$ cat src/rtl/sprite_render_engine.sv
// rtl/sprite_render_engine.sv - sprite draw/erase scanner feeding per-pixel VGA writes
//
// Purpose:
//   Services one held draw or erase request at a time for one of four objects
//   (player, enemy1..3). It latches the object's position and scans the
//   SPRITE_W x SPRITE_H box in row-major order, addressing the sprite ROM one
//   pixel per cycle. It then plots each on-screen pixel and pulses erased/loaded
//   for one cycle when the operation has finished.
//
// Ports:
//   clock       in   system clock, rising edge
//   reset       in   asynchronous active-high reset
//   req_draw    in   [3:0] level draw request per object (bit0 player)
//   req_erase   in   [3:0] level erase request per object
//   obj_x       in   [31:0] packed 8-bit x per object
//   obj_y       in   [27:0] packed 7-bit y per object
//   rom_addr    out  {obj_sel, pixel_index} sprite ROM read address
//   rom_data    in   ROM pixel colour, valid one cycle after rom_addr
//   vga_x/vga_y out  pixel coordinates
//   vga_colour  out  pixel colour
//   vga_plot    out  write strobe for vga_x/vga_y/vga_colour
//   erased      out  [3:0] one-cycle done pulse, erase operation
//   loaded      out  [3:0] one-cycle done pulse, draw operation
//   busy        out  high whenever the engine is not idle
//
// Configuration macro:
//   TRANSPARENT_EN - when defined, draw pixels whose ROM colour equals
//                    TRANSPARENT_KEY are not plotted.

module sprite_render_engine #(
    parameter int               SPRITE_W        = 8,
    parameter int               SPRITE_H        = 8,
    parameter int               COLOUR_W        = 3,
    parameter logic [COLOUR_W-1:0] BG_COLOUR    = 3'b000,
    parameter int               SCREEN_W        = 160,
    parameter int               SCREEN_H        = 120,
    parameter logic [COLOUR_W-1:0] TRANSPARENT_KEY = 3'b101
) (
    input  logic                                      clock,
    input  logic                                      reset,
    input  logic [3:0]                                req_draw,
    input  logic [3:0]                                req_erase,
    input  logic [31:0]                               obj_x,
    input  logic [27:0]                               obj_y,
    output logic [$clog2(SPRITE_W*SPRITE_H)+1:0]      rom_addr,
    input  logic [COLOUR_W-1:0]                       rom_data,
    output logic [7:0]                                vga_x,
    output logic [6:0]                                vga_y,
    output logic [COLOUR_W-1:0]                       vga_colour,
    output logic                                      vga_plot,
    output logic [3:0]                                erased,
    output logic [3:0]                                loaded,
    output logic                                      busy
);

    localparam int N     = SPRITE_W * SPRITE_H;
    localparam int IDX_W = $clog2(N);

`ifdef TRANSPARENT_EN
    localparam bit TRANSP_ON = 1'b1;
`else
    localparam bit TRANSP_ON = 1'b0;
`endif

    typedef enum logic [1:0] {
        ST_IDLE,
        ST_SCAN,
        ST_FLUSH,
        ST_DONE
    } state_t;

    state_t            state_q, state_d;
    logic              erase_q, erase_d;
    logic [1:0]        sel_q, sel_d;
    logic [7:0]        base_x_q, base_x_d;
    logic [6:0]        base_y_q, base_y_d;
    logic [IDX_W-1:0]  idx_q, idx_d;
    logic              flush_q, flush_d;

    // Stage 1: screen coordinates of the pixel whose ROM read is in flight.
    logic              s1_valid_q;
    logic [8:0]        s1_px_q, s1_py_q;

    // Stage 2: registered VGA outputs, aligned with the returning ROM data.
    logic [7:0]        vga_x_q;
    logic [6:0]        vga_y_q;
    logic [COLOUR_W-1:0] vga_colour_q;
    logic              vga_plot_q;

    logic [7:0]        xs [4];
    logic [6:0]        ys [4];
    logic [8:0]        cx_w, cy_w;
    logic              transparent;

    function automatic logic [1:0] lowest_set(input logic [3:0] v);
        if (v[0])      return 2'd0;
        else if (v[1]) return 2'd1;
        else if (v[2]) return 2'd2;
        else           return 2'd3;
    endfunction

    always_comb begin
        for (int i = 0; i < 4; i++) begin
            xs[i] = obj_x[8*i +: 8];
            ys[i] = obj_y[7*i +: 7];
        end
    end

    assign cx_w = 9'(32'(idx_q) % SPRITE_W);
    assign cy_w = 9'(32'(idx_q) / SPRITE_W);

    // ---------------------------------------------------------------- FSM
    always_ff @(posedge clock or posedge reset) begin
        if (reset) begin
            state_q  <= ST_IDLE;
            erase_q  <= 1'b0;
            sel_q    <= 2'd0;
            base_x_q <= 8'd0;
            base_y_q <= 7'd0;
            idx_q    <= '0;
            flush_q  <= 1'b0;
        end else begin
            state_q  <= state_d;
            erase_q  <= erase_d;
            sel_q    <= sel_d;
            base_x_q <= base_x_d;
            base_y_q <= base_y_d;
            idx_q    <= idx_d;
            flush_q  <= flush_d;
        end
    end

    always_comb begin
        state_d  = state_q;
        erase_d  = erase_q;
        sel_d    = sel_q;
        base_x_d = base_x_q;
        base_y_d = base_y_q;
        idx_d    = idx_q;
        flush_d  = flush_q;
        erased   = 4'b0000;
        loaded   = 4'b0000;
        busy     = (state_q != ST_IDLE);

        case (state_q)
            ST_IDLE: begin
                if (|req_erase || |req_draw) begin
                    // Erase has priority so an erase->draw pair on the same
                    // object clears the old image before the new one appears.
                    erase_d  = |req_erase;
                    sel_d    = (|req_erase) ? lowest_set(req_erase) : lowest_set(req_draw);
                    base_x_d = xs[sel_d];
                    base_y_d = ys[sel_d];
                    idx_d    = '0;
                    state_d  = ST_SCAN;
                end
            end
            ST_SCAN: begin
                if (idx_q == IDX_W'(N - 1)) begin
                    idx_d   = '0;
                    flush_d = 1'b0;
                    state_d = ST_FLUSH;
                end else begin
                    idx_d = idx_q + 1'b1;
                end
            end
            ST_FLUSH: begin
                // Two cycles: the last address drains through stage 1, then
                // the last pixel sits on the VGA outputs.
                if (flush_q) begin
                    flush_d = 1'b0;
                    state_d = ST_DONE;
                end else begin
                    flush_d = 1'b1;
                end
            end
            ST_DONE: begin
                if (erase_q) erased[sel_q] = 1'b1;
                else         loaded[sel_q] = 1'b1;
                state_d = ST_IDLE;
            end
            default: state_d = ST_IDLE;
        endcase
    end

    assign rom_addr = {sel_q, idx_q};

    // ---------------------------------------------------------- pixel pipe
    always_ff @(posedge clock or posedge reset) begin
        if (reset) begin
            s1_valid_q <= 1'b0;
            s1_px_q    <= 9'd0;
            s1_py_q    <= 9'd0;
        end else begin
            s1_valid_q <= (state_q == ST_SCAN);
            s1_px_q    <= {1'b0, base_x_q} + cx_w;
            s1_py_q    <= {2'b00, base_y_q} + cy_w;
        end
    end

    assign transparent = TRANSP_ON && !erase_q && (rom_data == TRANSPARENT_KEY);

    always_ff @(posedge clock or posedge reset) begin
        if (reset) begin
            vga_x_q      <= 8'd0;
            vga_y_q      <= 7'd0;
            vga_colour_q <= '0;
            vga_plot_q   <= 1'b0;
        end else begin
            vga_x_q      <= s1_px_q[7:0];
            vga_y_q      <= s1_py_q[6:0];
            vga_colour_q <= erase_q ? BG_COLOUR : rom_data;
            // Off-screen pixels still take their slot; only the strobe is dropped.
            vga_plot_q   <= s1_valid_q
                            && (s1_px_q < 9'(SCREEN_W))
                            && (s1_py_q < 9'(SCREEN_H))
                            && !transparent;
        end
    end

    assign vga_x      = vga_x_q;
    assign vga_y      = vga_y_q;
    assign vga_colour = vga_colour_q;
    assign vga_plot   = vga_plot_q;

endmodule

$ cat config.mk
export PLATFORM = sky130hd
export DESIGN_NAME = sprite_render_engine
export DESIGN_NICKNAME = d
export VERILOG_FILES = /design/src/rtl/sprite_render_engine.sv
export SDC_FILE = /design/constraint.sdc
export NUM_CORES = 1
export LEC_CHECK = 0
export ABC_AREA = 0
export BUFFER_PORTS_ARGS = -buffer_cell sky130_fd_sc_hd__buf_2
export CAP_MARGIN = 20
export CORE_MARGIN = 3
export CORE_UTILIZATION = 50
export CTS_BUF_LIST = sky130_fd_sc_hd__clkbuf_16
export DETAILED_ROUTE_END_ITERATION = 16
export PLACE_DENSITY = 0.81
export REMOVE_ABC_BUFFERS = 1
export SYNTH_ARGS = -nofsm -noshare
export SYNTH_HDL_FRONTEND = slang
export SYNTH_SLANG_ARGS = --single-unit
export TNS_END_PERCENT = 30
$ cat constraint.sdc
create_clock -name clock -period 5.3 [get_ports clock]
set_input_delay 0.265 -clock clock [delete_from_list [all_inputs] [get_ports clock]]
set_output_delay 0.265 -clock clock [all_outputs]
set_load 0.01 [all_outputs]
== After elaboration in Yosys (flattened, before gate mapping) ==
Index checks and enable logic that the tools add are counted.
Storage, ports and cells
  flip-flop bits (word level): 64
  logic and storage cells: 78
  output and inout bits: 36
Operators by class
  add/sub/neg operators: 3
  muxes and demuxes: 34
  bitwise logic cells: 1
  reductions and logical operators: 14
  order comparisons: 5
  equality and inequality tests: 7
Operators by type and width (count)
  $mux 2: 12
  $bmux 8 s2: 1
  $mux 4: 4
  $mux 8: 2
  $bmux 7 s2: 1
  $mux 7: 2
  $mux 6: 2
  $pmux 6 s2: 1
  $add 8x3->9: 1
  $lt 9x8->1 const B: 1
  $add 7x3->8: 1
  $lt 8x7->1 const B: 1
  $pmux 2 s4: 1
  $reduce_or 4->1: 2
  $add 6x1->6 const B: 1
  $eq 6x6->1 const B: 1
  $ne 2x2->1 const B: 3
  $reduce_and 2->1: 3
  $reduce_bool 2->1: 3
  $mux 1: 5
  $eq 2x2->1 const B: 2
  $ge 3x3->1 const B: 1
  $logic_and 1x1->1: 3
  $lt 2x3->1 const B: 1
  9 further kinds: 9

== Depth between registers and ports, before layout ==
Gate-level depths: netlist of the first run.
  depth in word-level cells: 10
  mapped depth: 7
  depth with buffers taken out: 6

== Least setup slack after synthesis of the first run ==
No wires, ideal clock.
  path kind: register -> register
  start point: register idx_q[1]
  end point: register state_q[1]
  clock period less this slack: 1.927 ns
  data arrival time: 1.802 ns
  cell stages (with the launch flop): 7
  slack: 3.373 ns
  path buffers: 0
  required time: 5.175 ns
  path through: dfrtp_1 > ha_1 > nand3_1 > o21ai_0 > nand2_1 > a21oi_1 > mux2_2
Between the ends
  cells in the longest elaborated chain, start to end: 3
Ends and longest elaborated chain
  start: declaration: line 77  | logic [IDX_W-1:0] idx_q, idx_d;
  start signal: assignment: line 128  | idx_q <= idx_d;
  $eq 6x6->1: line 159  | if (idx_q == IDX_W'(N - 1)) begin
  $ne 2x2->1 (no source line)
  $reduce_and 3->1 (no source line)
  end signal: assignment: line 123  | state_q <= state_d;
  end: declaration: line 72  | state_t state_q, state_d;
Every way passes these cells.
A chain may end at the register's enable or synchronous reset.

== Worst setup path after layout of the first run ==
Ends and elaborated chain as after synthesis.

==> results.toml, run 1 <==
[outcome]
status = "completed"

[routing]
antenna_left = 0
top_layer = "met4"
postRouteWirelength_mm = 6.769
drtIter0Drc = 132
drt_first_pass_iters = 4
remaining_drc_errors = 0
wl_met2_mm = 3.334
routed_via_density = 5.293
wl_per_cell_um = 14.81
via_count = 2419
wl_met3_um = 375
wl_met1_mm = 2.858

[grt]
grt_pass1_vias = 2441
antenna_found_initial = 0
grt.total_usage_pct = 20.64
grt_start_max_net_pins = 65
grt_pass1_wl_mm = 11.34
overflow = 0

[clock_tree]
htree_levels = 3
postCtsResizedCells = 0
clockRootBuffer = "clkbuf_16"
clockBufferDepth = 2
insertion_delay_ns = 0.32
hold_buffers = 0
clkTransAtPathRegs_ns = 0.05
cts_buffers = 9
cts_tree = "built"
cts.sinks = 64
post-cts-setup-buffers = 0

[final_layout]
fin_nets = 467
syn_to_final_growth_pct = 31.13
nFillCells = 418
drive_above_1_share_pct = 35.84
num_antenna_cells = 0

[critical_path]
crit_fanout = 6
cp.required_ns = 5.50
critPathSlowestCell = "o21ai_0"
r2r_cells = 6
cp.arrival_ns = 2.38
path_class = "reg -> reg"
r2r_start = "idx_q[1]"
critPathLaunch = "idx_q[1]"
critPathMaxStageDelay_ns = 0.52
ff2ff_setup_slack_ns = 3.12
rr_endpoint = "state_q[1]"
endpoint_kind = "register"
path_cells = "ha_1 -> nand3_1 -> o21ai_0 -> nand2_1 -> a21oi_1 -> mux2_2"
start_kind = "register"

[synthesis]
synthAdderAreaFrac_pct = 6.352
ys.flop_type = "dfrtp_1"
syn_area_per_cell_sq_um = 11.34
synthXorXnorAreaFrac_pct = 3.218
synth_top_family_by_area = "simple AND/OR/NAND/NOR gates"
synth-edff-count = 0
syn_area_sq_um = 2994
synth_area_leaders = "dfrtp_1 (53%), mux2i_1 (6.4%), ha_1 (5.0%)"
ys_seq_area_share_pct = 53.49
netlist.area_leader.share_pct = 53.49
yosys_warnings = 0
yosysTopAreaCell = "dfrtp_1"
synth-simple-area-share_pct = 13.25
synth_compound_area_share_pct = 12.58
synth-seq-cells = 64
synth_cells = 264
ys_types = 43
async_flop_share_pct = 100.0
synth.area.mux_share_pct = 9.110

[timing]
min_period_ns = 2.180
slew_headroom_pct = 32.52
slew_viol_final = 0
finalSetupViolations = 0
period_share_pct = 41.13
fin_skew_ns = 0.004846
setup_tns_ns = 0
rsz0062_at_grt = "false"
worst_pin_slew_ns = 1.012
timing.fmax_ghz = 0.4587
hold_violations = 0

[die]
rows = 27
start_util_pct = 53.07
design.portCount = 109
die_h_um = 83.39
die-area_sq_um = 6953
die_w_um = 83.39
core_area_sq_um = 5642

[placed_design]
dpl.hpwl_mm = 5.043
portBuffers = 108
place_congestion = 0.8246

[pwr]
peakVddDrop_mv = 0.3123
cellPowerDensity_nw_per_um2 = 533.0
leakage_nw = 2.035
power.total_w = 0.002093

[min_path]
min_delay_path_depth = 2
hold_class = "in -> reg"
hold_end = "vga_colour[1]"
holdCritStartpoint = "rom_data[1]"

[job]
maxCapViolCount = 0
-- per-layer routing --
layer | vias to the layer above | GRT usage (%)
met5 | - | 0
met4 | 0 | 10.85
met3 | 16 | 3.671
met2 | 90 | 33.97
met1 | 1133 | 25.92
li1 | 1180 | -
-- registers in the layout, indices dropped and copies added (netlist names) --
signal	cells
vga_y	7
erase_q	1
base_x_q	8
s1_valid_q	1
sel_q	2
idx_q	6
flush_q	1
base_y_q	7
vga_colour	3
vga_x	8
s1_px_q	9
state_q	2
vga_plot	1
s1_py_q	8
-- worst max-delay path: cells and delay by family (launching register included) --
family | cells | cell delay (ns)
AO/OA/AOI/OAI | 2 | 0.73
multiplexers | 1 | 0.36
adder cells (fa/ha/maj) | 1 | 0.24
AND/OR/NAND/NOR | 2 | 0.26
flip-flops | 1 | 0.46
-- worst max-delay path by stage --
stage | endpoint | depth (start not counted)
global route | state_q[1] | 6
global placement | base_x_q[3] | 5
finish | state_q[1] | 6
CTS | state_q[1] | 6
floorplan | base_y_q[1] | 5
detailed placement | state_q[1] | 6
-- where the power goes --
group | switching [W] | internal, W
clock | 0.000206 | 0.000412
combinational | 0.000352 | 0.000276
sequential | 0.000142 | 0.000705
-- synth_stat cells, types with 6 or more instances --
master    number
dfrtp_1       64
nand2_1       35
mux2i_1       19
nor2_1        19
o21ai_0       13
ha_1          12
o221ai_1       9
inv_1          6
mux2_2         6
nand2b_1       6
o22ai_1        6
o31ai_1        6
xor2_1         6
-- final cells by class --
cell class | count | area (sq um) | area share, %
clock buffers | 9 | 225.2 | 5.736
clock inverters | 7 | 95.09 | 2.422
inverters | 7 | 26.28 | 0.6692
multi-input cells | 188 | 1333 | 33.94
flip-flops and latches | 64 | 1602 | 40.79
well taps | 72 | 90.09 | 2.294
repair buffers | 110 | 555.5 | 14.15
-- kinds of logic (layout without fill, tap and decap cells) --
logic type,count (synthesis),after routing
AO/OA/AOI/OAI,52,52
XOR/XNOR,11,11
adder cells (fa/ha/maj),14,14
buffers and inverters,12,133
flip-flops,64,64
multiplexers,26,26
AND/OR/NAND/NOR,85,85
-- metrics by stage --
stage | instance area [sq um] | instances | worst slack [ns] | hold WS [ns] | utilization (%)
floorplan | 2960 | 259 | 3.329 | 0.3312 | -
detailed placement | 3606 | 441 | 3.175 | 0.3347 | 63.92
finish | 3926 | 457 | 3.120 | 0.1618 | 69.59
CTS | 3926 | 457 | 3.144 | 0.1576 | 69.59
global placement | 3606 | 441 | 3.272 | 0.3322 | 63.92
global route | 3926 | 457 | 2.869 | 0.1787 | 69.59
-- cell usage in the layout (no fill, tap or decap), types with 2 or more instances in the layout --
cell type	count
nand2b_1	6
ha_1	12
fa_1	2
a22o_1	2
inv_1	5
nor4b_1	2
buf_4	2
clkbuf_16	9
xnor2_1	5
nand3_1	5
buf_2	108
o221ai_1	9
a21o_1	3
mux2_2	6
dfrtp_1	64
o21ai_1	2
o22ai_1	6
nor2_1	19
bufinv_16	2
nor3_1	2
nand4_1	3
nand2_1	35
nor2b_1	5
inv_2	2
mux2i_1	19
nor3b_1	2
xor2_1	6
nor4_1	2
clkinv_4	2
a21oi_1	5
o21ai_0	12
o31ai_1	6
No activity file was read; power rests on OpenSTA's default activity.
==> run 2, diff against run 1 <==
--- a/config.mk
+++ b/config.mk
@@ -9,10 +9,10 @@
 export BUFFER_PORTS_ARGS = -buffer_cell sky130_fd_sc_hd__buf_2
 export CAP_MARGIN = 20
 export CORE_MARGIN = 3
-export CORE_UTILIZATION = 50
+export CORE_UTILIZATION = 45
 export CTS_BUF_LIST = sky130_fd_sc_hd__clkbuf_16
 export DETAILED_ROUTE_END_ITERATION = 16
-export PLACE_DENSITY = 0.81
+export PLACE_DENSITY = 0.77
 export REMOVE_ABC_BUFFERS = 1
 export SYNTH_ARGS = -nofsm -noshare
 export SYNTH_HDL_FRONTEND = slang
==> constraint.sdc (replaced) <==
create_clock -name clock -period 2 [get_ports clock]
set_input_delay 0.1 -clock clock [delete_from_list [all_inputs] [get_ports clock]]
set_output_delay 0.1 -clock clock [all_outputs]
set_load 0.01 [all_outputs]
==> run 2 against run 1 <==
Net effect:
- flip-flop and latch count unchanged
- final area up 1.8%
- critical path depth unchanged
- die area up 10%
- largest cell class unchanged
- register-to-register slack worse by 2.9 ns
==> results.toml, run 2 (synthesis gave the netlist of run 1 again) <==
[clock_tree]
htree_levels = 3
hold_buffers = 1
insertion_delay_ns = 0.32
cts_buffers = 9
postCtsResizedCells = 0
post-cts-setup-buffers = 0
cts_tree = "built"
clockBufferDepth = 2
cts.sinks = 64
clockRootBuffer = "clkbuf_16"
clkTransAtPathRegs_ns = 0.05

[pwr]
leakage_nw = 2.066
power.total_w = 0.005622
peakVddDrop_mv = 1.110
cellPowerDensity_nw_per_um2 = 1407

[routing]
wl_per_cell_um = 14.94
remaining_drc_errors = 0
postRouteWirelength_mm = 7.009
routed_via_density = 5.235
antenna_left = 0
drtIter0Drc = 85
via_count = 2455
drt_first_pass_iters = 4

[placed_design]
place_congestion = 0.8369
placed_area_sq_um = 3657
dpl.hpwl_mm = 5.383
portBuffers = 108

[final_layout]
stdcell_area_sq_um = 3995
nFillCells = 512
multiInputGateArea_sq_um = 1333
final_common_cell = "buf_2"
fin_nets = 474
post-route-util_pct = 62.56
layout_common_cells = "buf_2 (108), dfrtp_1 (64), nand2_1 (35), mux2i_1 (19), nor2_1 (19)"
syn_to_final_growth_pct = 33.43
drive_above_1_share_pct = 36.99
seq_area_sq_um = 1602
largest_reg_flops = 9
largest_register = "s1_px_q"
num_antenna_cells = 0

[die]
die_w_um = 87.57
die_h_um = 87.57
start_util_pct = 46.88
core_area_sq_um = 6386
design.portCount = 109
rows = 29
die-area_sq_um = 7669

[critical_path]
ff2ff_setup_slack_ns = 0.17
path_buf_inv = 0
crit_fanout = 6
critPathMaxStageDelay_ns = 0.45
critPathTopFamily = "flip-flops"
endpoint_kind = "register"
path_cells = "ha_1 -> nand3_1 -> o21ai_0 -> nand2_1 -> a21oi_1 -> mux2_2"
r2r_start = "idx_q[1]"
cp.arrival_ns = 2.03
path_class = "reg -> reg"
critPathLaunch = "idx_q[1]"
start_kind = "register"
cp.required_ns = 2.20
critPathSlowestCell = "dfrtp_1"

[timing]
fin_skew_ns = 0.006778
min_period_ns = 1.826
timing.fmax_ghz = 0.5477
slew_viol_final = 0
worst_pin_slew_ns = 0.5252
slew_headroom_pct = 64.83
finalSetupViolations = 0
rsz0062_at_grt = "false"
hold_violations = 0
period_share_pct = 91.29
setup_tns_ns = 0

[job]
maxCapViolCount = 0

[grt]
antenna_found_initial = 0
grt_pass1_wl_mm = 11.62
grt_pass1_vias = 2426
overflow = 0
grt.total_usage_pct = 19.61
grt_start_max_net_pins = 26

[outcome]
status = "completed"

[min_path]
holdCritStartpoint = "rom_data[2]"
hold_class = "in -> reg"
[run 2: layout make-up]
| class | instances | share of cell area [%] |
|---|---|---|
| Tap cell | 77 | 2.412 |
| Sequential cell | 64 | 40.09 |
| Multi-Input combinational cell | 188 | 33.35 |
| Inverter | 7 | 0.6577 |
| Clock inverter | 7 | 2.568 |
| Clock buffer | 9 | 5.637 |
| Timing Repair Buffer | 117 | 15.28 |
[run 2: path summary, 6_finish.rpt]
kind                                  to  cells past startpoint
max                           state_q[1]                      6
min                        vga_colour[2]                      2
min in group asynchronous       vga_y[6]                      3
min reg2reg                     vga_y[0]                      0
max in group asynchronous       idx_q[1]                      4
max reg2reg                   state_q[1]                      6
[run 2: metal layers]
| layer | part of all wire, % | wire length, um | vias up | GRT usage [%] |
|---|---|---|---|---|
| li1 | - | - | 1196 | - |
| met1 | 43 | 3021 | 1168 | 25.87 |
| met2 | 51 | 3544 | 84 | 33.29 |
| met3 | 5.3 | 374 | 7 | 3.010 |
| met4 | 0.97 | 68 | 0 | 6.276 |
| met5 | 0 | 0 | - | 0 |
[run 2: per-stage QoR]
| stage | cells | setup WS, ns | hold slack, ns |
|---|---|---|---|
| after detailed placement | 452 | 0.2187 | 0.1014 |
| after global routing | 469 | 0.02787 | 0.02606 |
| after CTS | 469 | 0.1969 | 0.0001960 |
| after floorplan | 259 | 0.07285 | 0.2377 |
| final | 469 | 0.1741 | 0.001534 |
| after global placement | 452 | 0.2739 | 0.09350 |
[run 2: power breakdown]
part           leakage [nW]  internal, W  switching [W]  total, W
Combinational          1.11     0.000765       0.000934   0.00170
Sequential            0.798      0.00187       0.000380   0.00225
Clock                 0.157      0.00110       0.000573   0.00168
==> run 3, diff against run 2 <==
--- a/config.mk
+++ b/config.mk
@@ -8,11 +8,13 @@
 export ABC_AREA = 0
 export BUFFER_PORTS_ARGS = -buffer_cell sky130_fd_sc_hd__buf_2
 export CAP_MARGIN = 20
+export CELL_PAD_IN_SITES_DETAIL_PLACEMENT = 1
+export CELL_PAD_IN_SITES_GLOBAL_PLACEMENT = 2
 export CORE_MARGIN = 3
-export CORE_UTILIZATION = 45
+export CORE_UTILIZATION = 27
 export CTS_BUF_LIST = sky130_fd_sc_hd__clkbuf_16
 export DETAILED_ROUTE_END_ITERATION = 16
-export PLACE_DENSITY = 0.77
+export PLACE_DENSITY_LB_ADDON = 0.1
 export REMOVE_ABC_BUFFERS = 1
 export SYNTH_ARGS = -nofsm -noshare
 export SYNTH_HDL_FRONTEND = slang
==> run 3 against run 2 <==
Net effect:
- critical path type unchanged
- first-iteration DRC count rose by 3.5%
- non-clock buffer count increased by 9
- hold slack better by 0.0096 ns
- flip-flop and latch count unchanged
- largest cell class unchanged
- setup slack improved by 0.010 ns
- register-to-register slack barely moved
- critical path depth is 1 higher
- wire length is 17% higher
- core utilization is 23 points lower
- power increased by 5.0%
==> results.toml, run 3 (synthesis gave the netlist of run 1 again) <==
[outcome]
status = "completed"

[clock_tree]
postCtsResizedCells = 0
insertion_delay_ns = 0.33
cts.sinks = 64
clkTransAtPathRegs_ns = 0.06
cts_tree = "built"
clockBufferDepth = 2
cts_buffers = 9
htree_levels = 3
clockRootBuffer = "clkbuf_16"

[placed_design]
post-place-ws_ns = 0.1846
dpl.hpwl_mm = 6.514
place_congestion = 0.7370
placed_area_sq_um = 3809
dp.cells = 518
portBuffers = 108

[grt]
grt_pass1_vias = 2685
overflow = 0
grt_start_max_net_pins = 30
grt_pass1_wl_mm = 13.52
grt.total_usage_pct = 13.77
antenna_found_initial = 0

[final_layout]
stdcell_area_sq_um = 4189
multiInputGateArea_sq_um = 1333
num_antenna_cells = 0
layout_common_cells = "buf_2 (108), dfrtp_1 (64), nand2_1 (35), mux2i_1 (19), nor2_1 (19)"
nFillCells = 1188
drive_above_1_share_pct = 37.91
seq_area_sq_um = 1602
fin_cells = 537
largest_reg_flops = 9
fin_nets = 483
largest_register = "s1_px_q"
final_common_cell = "buf_2"
syn_to_final_growth_pct = 39.91

[job]
maxCapViolCount = 0

[critical_path]
path_class = "reg -> reg"
cp.required_ns = 2.21
cp.arrival_ns = 2.03
rr_endpoint = "state_q[1]"
endpoint_kind = "register"
r2r_cells = 7
r2r_start = "state_q[0]"
crit_fanout = 6
ff2ff_setup_slack_ns = 0.18
start_kind = "register"

[pwr]
leakage_nw = 2.134
peakVddDrop_mv = 0.4907
cellPowerDensity_nw_per_um2 = 1410

[timing]
slew_viol_final = 0
hold_violations = 0
period_share_pct = 90.79
min_period_ns = 1.816
setup_ws_ns = 0.1843
slew_headroom_pct = 61.37
finalSetupViolations = 0
rsz0062_at_grt = "false"
setup_tns_ns = 0
worst_pin_slew_ns = 0.5786
fin_skew_ns = 0.004939
timing.fmax_ghz = 0.5507

[min_path]
hold_end = "vga_colour[1]"
holdCritStartpoint = "rom_data[1]"
min_delay_path_depth = 2
hold_class = "in -> reg"

[routing]
wl_met3_um = 465
remaining_drc_errors = 0
antenna_left = 0
via_count = 2469
postRouteWirelength_mm = 8.223
wl_met2_mm = 3.754
top_layer = "met4"
drt_first_pass_iters = 4
drtIter0Drc = 88
wl_met1_mm = 3.862
wl_per_cell_um = 15.31
routed_via_density = 4.598

[die]
rows = 37
die_w_um = 111.3
core_area_sq_um = 10560
die-area_sq_um = 12390
start_util_pct = 28.37
design.portCount = 109
die_h_um = 111.3
run 3: area by class of cell:
cell class / count / area share, %
repair buffers: 126 / 16.91
multi-input cells: 188 / 31.81
well taps: 136 / 4.062
flip-flops and latches: 64 / 38.23
clock inverters: 7 / 2.987
inverters: 7 / 0.6272
clock buffers: 9 / 5.376
run 3: metrics by stage:
| step | total power (W) | util [%] | hold WS, ns |
|---|---|---|---|
| after floorplan | 0.003247 | - | 0.2377 |
| after global placement | 0.004073 | 36.08 | 0.1882 |
| after detailed placement | 0.004123 | 36.08 | 0.2039 |
| after CTS | 0.006018 | 39.69 | 0.008204 |
| after global routing | 0.006342 | 39.69 | 0.02615 |
| final | 0.005905 | 39.69 | 0.01111 |
run 3: what timing repair did:
item	in CTS	in global routing
endpoints found under the hold margin	28	0
setup buffers	0	0
hold buffers	3	0
run 3: report_power, final:
part           internal [W]  switching (W)  leakage, nW
clock network       0.00123       0.000615        0.171
logic              0.000840       0.000967         1.16
registers           0.00187       0.000384        0.798
run 3: worst max-delay path by stage:
stage / startpoint / to / slack [ns] / depth (start not counted)
after floorplan: idx_q[1] / state_q[1] / 0.07 / 6
after global placement: state_q[0] / state_q[1] / 0.28 / 7
after detailed placement: state_q[0] / state_q[1] / 0.18 / 7
after CTS: state_q[0] / state_q[1] / 0.17 / 7
after global routing: idx_q[0] / state_q[1] / 0.03 / 6
final: state_q[0] / state_q[1] / 0.18 / 7
run 3: per-layer routing:
metal,vias up,GRT usage [%]
met5,-,0
met4,0,5.353
met3,10,3.384
met2,74,21.55
met1,1167,18.41
li1,1218,-
run 3: critical path, cell delays in order, from the launching register on:
cell     delay [ns]
dfrtp_1        0.40
inv_1          0.10
ha_1           0.29
nand3_1        0.15
buf_4          0.14
nand2_1        0.06
a21oi_1        0.19
mux2_2         0.36
